$ cat src/rtl/alu.sv
// alu: registered 32-bit execute-stage ALU producing a result and a branch-taken flag one cycle after its inputs
module alu (
  input  logic        clk,
  input  logic        reset_n,
  input  logic [1:0]  type_inst,
  input  logic [5:0]  opcode,
  input  logic [31:0] Rs1_val,
  input  logic [31:0] Rs2_val,
  input  logic [15:0] imm,
  output logic        condition,
  output logic [31:0] res
);
  logic [31:0] a, b, se, ze, off, r;
  logic [4:0]  sh;
  logic        c, bv;
  assign a   = Rs1_val;
  assign b   = Rs2_val;
  assign sh  = b[4:0];
  assign se  = {{16{imm[15]}}, imm};
  assign ze  = {16'b0, imm};
  assign off = {se[29:0], 2'b00};
  assign bv  = opcode inside {6'h01, 6'h04, 6'h05, 6'h06, 6'h07};
  always_comb begin
    r = '0;
    c = 1'b0;
    case (type_inst)
      2'b01:
        case (opcode)
          6'h20, 6'h21: r = a + b;
          6'h22, 6'h23: r = a - b;
          6'h24: r = a & b;
          6'h25: r = a | b;
          6'h26: r = a ^ b;
          6'h27: r = ~(a | b);
          6'h2a: r = {31'b0, $signed(a) < $signed(b)};
          6'h2b: r = {31'b0, a < b};
          6'h00, 6'h04: r = a << sh;
          6'h02, 6'h06: r = a >> sh;
          6'h03, 6'h07: r = $signed(a) >>> sh;
          default: r = '0;
        endcase
      2'b00:
        case (opcode)
          6'h08, 6'h09, 6'h23, 6'h2b: r = a + se;
          6'h0a: r = {31'b0, $signed(a) < $signed(se)};
          6'h0b: r = {31'b0, a < se};
          6'h0c: r = a & ze;
          6'h0d: r = a | ze;
          6'h0e: r = a ^ ze;
          6'h0f: r = {imm, 16'b0};
          default: r = '0;
        endcase
      2'b10: begin
        r = bv ? off : '0;
        case (opcode)
          6'h04: c = a == b;
          6'h05: c = a != b;
          6'h06: c = $signed(a) <= 0;
          6'h07: c = $signed(a) > 0;
          6'h01: c = $signed(a) < 0;
          default: c = 1'b0;
        endcase
      end
      default: begin
        r = off;
        c = 1'b1;
      end
    endcase
  end
  always_ff @(posedge clk or negedge reset_n)
    if (!reset_n) begin
      res       <= '0;
      condition <= 1'b0;
    end else begin
      res       <= r;
      condition <= c;
    end
endmodule

$ cat config.mk
export PLATFORM = sky130hd
export DESIGN_NAME = alu
export DESIGN_NICKNAME = d
export VERILOG_FILES = /design/src/rtl/alu.sv
export SDC_FILE = /design/constraint.sdc
export NUM_CORES = 1
export LEC_CHECK = 0
export ABC_AREA = 1
export CORE_ASPECT_RATIO = 1.25
export CORE_MARGIN = 3
export CORE_UTILIZATION = 40
export DETAILED_ROUTE_END_ITERATION = 8
export PLACE_DENSITY_LB_ADDON = 0.3
export SLEW_MARGIN = 20
export SYNTH_ARGS = -nofsm -noshare
export SYNTH_HDL_FRONTEND = slang
export SYNTH_SLANG_ARGS = --single-unit
$ cat constraint.sdc
create_clock -name clk -period 1.01 [get_ports clk]
set_input_delay 0.303 -clock clk [delete_from_list [all_inputs] [get_ports clk]]
set_output_delay 0.303 -clock clk [all_outputs]
set_load 0.005 [all_outputs]
==> metrics <==
clk buf depth=2; pin count of the biggest net entering global routing=45; peak supply drop=about 780 uV; Final setup viols=between 60 and 70; Required @ worst endpoint=1170 ps; fin worst setup slack=-1220 ps; Arr. time, crit path=around 2400 ps; NetSw=about 9.2 mW; # nets final=roughly 4200; Async S/R FF share, synth=100%; Starting DRT DRC Count=2939; synthesized area=~16000 sq um; TritonCTS clock tree=done; crit-path max FO=7; H-tree depth=2; crit path time final=2230 ps; fin area=between 20000 and 30000 sq um; syn_nets=around 3400; Max Cap Viol=0; Slew headroom=a little over two thirds; critical path endpoint category=flip-flop; IO Port Bufs=~120; row count=80; final WL=just over 100 mm; Layout fillers=3048; root buffer cell=clkbuf_16; sequential power share=8.3%; Synth Area per Inst=5.08 sq um; HP Class=in -> async; Chip Width=184 microns; ANT nets after route=0; distinct cell type count after synthesis=between 50 and 60; PwrDens=between 600 and 700 nW/um^2; Worst Max-Slew Pin Slew=~460 ps; wire per inst=23.1 microns; sw frac=a little over half; run status=finished, violations left; critical path class=in -> reg; DR vias/cell=roughly 6; failing checks=setup timing; dpl ws=-2010 ps; gpl congestion=1.14; die area=roughly 42000 sq um; via count=25900; initial antenna violation count=3; Ys Warns=0; Core ar.=~39000 sq um; share of layout cells above drive strength 1=47.2%; DRC=0; final period utilization=221%; Achievable Freq=~450 MHz; TritonCTS Buffers=5; total global-route track usage=~45%; Clk pin slew, worst setup/hold paths=60 ps; vias in the first global route=24700; Area Growth Syn to Fin=80.3%; starting density of the core=40.9%; Seq/Total Area, Yosys=approximately 5.2%; CP Launch Type=primary input; Synth area leader=nand2_1; Cells after Synth=between 3000 and 4000; unrepaired setup endpoints after global routing=true; Post-synth EDFFs=0; Logic pwr share=roughly 83%; WHS=385 ps; dpl hpwl=around 76 mm; placed insts=between 4000 and 5000; Leak=~15 nW; DIE HEIGHT=228 microns; global-route wire length before repair=around 140 mm; IO Pins=between 100 and 150; total power=between 15 and 20 mW; Fin. Hold Viols=0; top post-synthesis cells by area=nand2_1 (26%), nand3_1 (15%), ha_1 (14%), inv_1 (11%), nor2_1 (5.7%); Pre-Repair DR Iteration Count=6; Max Slew Vio Count=0; top_reg_cell synth=dfrtp_1; clock share of power=under 10%; Int Pwr=~8.5 mW; Non-Filler Instances=~4400; share of the synthesized area in the top cell type=26.2%; #FFs+latches synth=33; placed inst area=approximately 23000 sq um; gr ovfl total=0; TritonCTS Sinks=33
flip-flops by register name, summed over array words and instances (netlist names):
name and count:
condition 1, res 32
how the worst max path moves through the flow:
stage                            from  cells after the start  slack (ps)       to
final                      Rs2_val[8]                     14       -1220  res[21]
after global routing       Rs2_val[8]                     14       -1290  res[21]
after CTS                  Rs1_val[0]                     18       -1070   res[4]
after detailed placement  Rs1_val[24]                     14       -2010  res[29]
after global placement    Rs1_val[24]                     14       -2030  res[29]
after floorplan               imm[15]                     14       -1180  res[31]
cells in the mapped netlist (2+ instances only):
master	n
o21ai_1	5
or2_2	6
xnor2_1	2
and2_1	15
ha_1	182
inv_1	457
a211oi_1	4
nor4_1	13
fa_1	3
o221ai_1	7
o31ai_1	2
a31oi_1	5
nand2_1	1102
clkinv_1	2
nor3_1	26
o21bai_1	15
o211ai_1	27
a21o_1	2
buf_4	3
nand2_2	3
o2111ai_1	2
o21a_1	4
inv_2	7
buf_1	11
nand4_1	31
nor2_2	4
clkbuf_4	2
o21ai_0	102
nor2_1	241
nand3_1	484
clkbuf_1	50
a22oi_1	17
xor2_1	3
nor2_4	3
o22ai_1	21
buf_2	49
a21oi_1	141
dfrtp_1	33
nand3b_1	8
area by class of cell:
class	count	area, sq um	share of cell area, %
clock inverter	2	10.0	0.0352
antenna	1	2.50	0.00880
tap	492	616	2.17
inverter	466	1880	6.62
clock buffer	6	129	0.453
sequential	33	826	2.90
multi-input combinational	2491	17000	59.9
timing repair buffer	917	7940	27.9
metrics by stage:
step	util (%)	TNS, ps
final	73.8	-36290
after global placement	58.8	-65840
after CTS	69.5	-34560
after detailed placement	58.8	-65980
after floorplan	-	-33740
after global routing	73.8	-38680
cells by family (layout without fill, tap and decap cells):
kind of cell               Yosys count  count (layout)  share of synthesized area, %
and+or+nand+nor                   1941            1941                          52.0
xor gates and xnor gates             5               5                         0.278
buffers and inverters              583            1391                          14.4
AOI/OAI and AO/OA                  360             360                          13.2
adders and majority gates          185             185                          14.8
other                                0               1                             0
DFF                                 33              33                          5.24
metal layers:
layer	up-vias	track usage (%)	share of wire (%)
met2	1866	72.0	43
met4	0	37.5	12
met3	664	8.88	11
met1	11800	50.0	34
li1	11600	-	-
met5	-	0	0
power groups by stage:
| stage | combinational [mW] | clock, mW | sequential, mW |
|---|---|---|---|
| final | 14.7 | 1.55 | 1.47 |
| after global routing | 15.4 | 1.57 | 1.48 |
| after global placement | 10.5 | 0 | 1.50 |
| after CTS | 12.8 | 1.53 | 1.47 |
| after floorplan | 5.12 | 0 | 1.49 |
| after detailed placement | 10.5 | 0 | 1.49 |
critical path, cell delays in order:
cell,delay (ps)
buf_2,130
inv_2,70
ha_4,290
nor2_4,160
buf_4,140
nand2_2,120
nor2_2,230
nand3_2,150
nand3_1,110
nand2_1,50
nand3_1,90
nand4_1,250
nand2_1,170
nand3_1,90
what timing repair did:
action	in CTS	in global routing
pin swaps	298	216
resized for setup	1301	485
setup endpoints to repair	66	66
hold buffers	0	0
gates cloned	3	0
buffers inserted	86	40
layout by cell type (no fill, tap or decap), types with 54 or more instances in the layout:
| master | instances |
|---|---|
| nand2_4 | 78 |
| inv_1 | 317 |
| buf_4 | 644 |
| nor2_4 | 72 |
| a21oi_1 | 70 |
| nor2_1 | 130 |
| nand2_2 | 214 |
| nand3_1 | 356 |
| inv_2 | 119 |
| a21oi_2 | 62 |
| ha_1 | 93 |
| o21ai_0 | 55 |
| nand3_2 | 105 |
| ha_4 | 70 |
| nand2_1 | 807 |
| buf_2 | 54 |
| buf_6 | 109 |
Power figures use the tool's default switching activity.
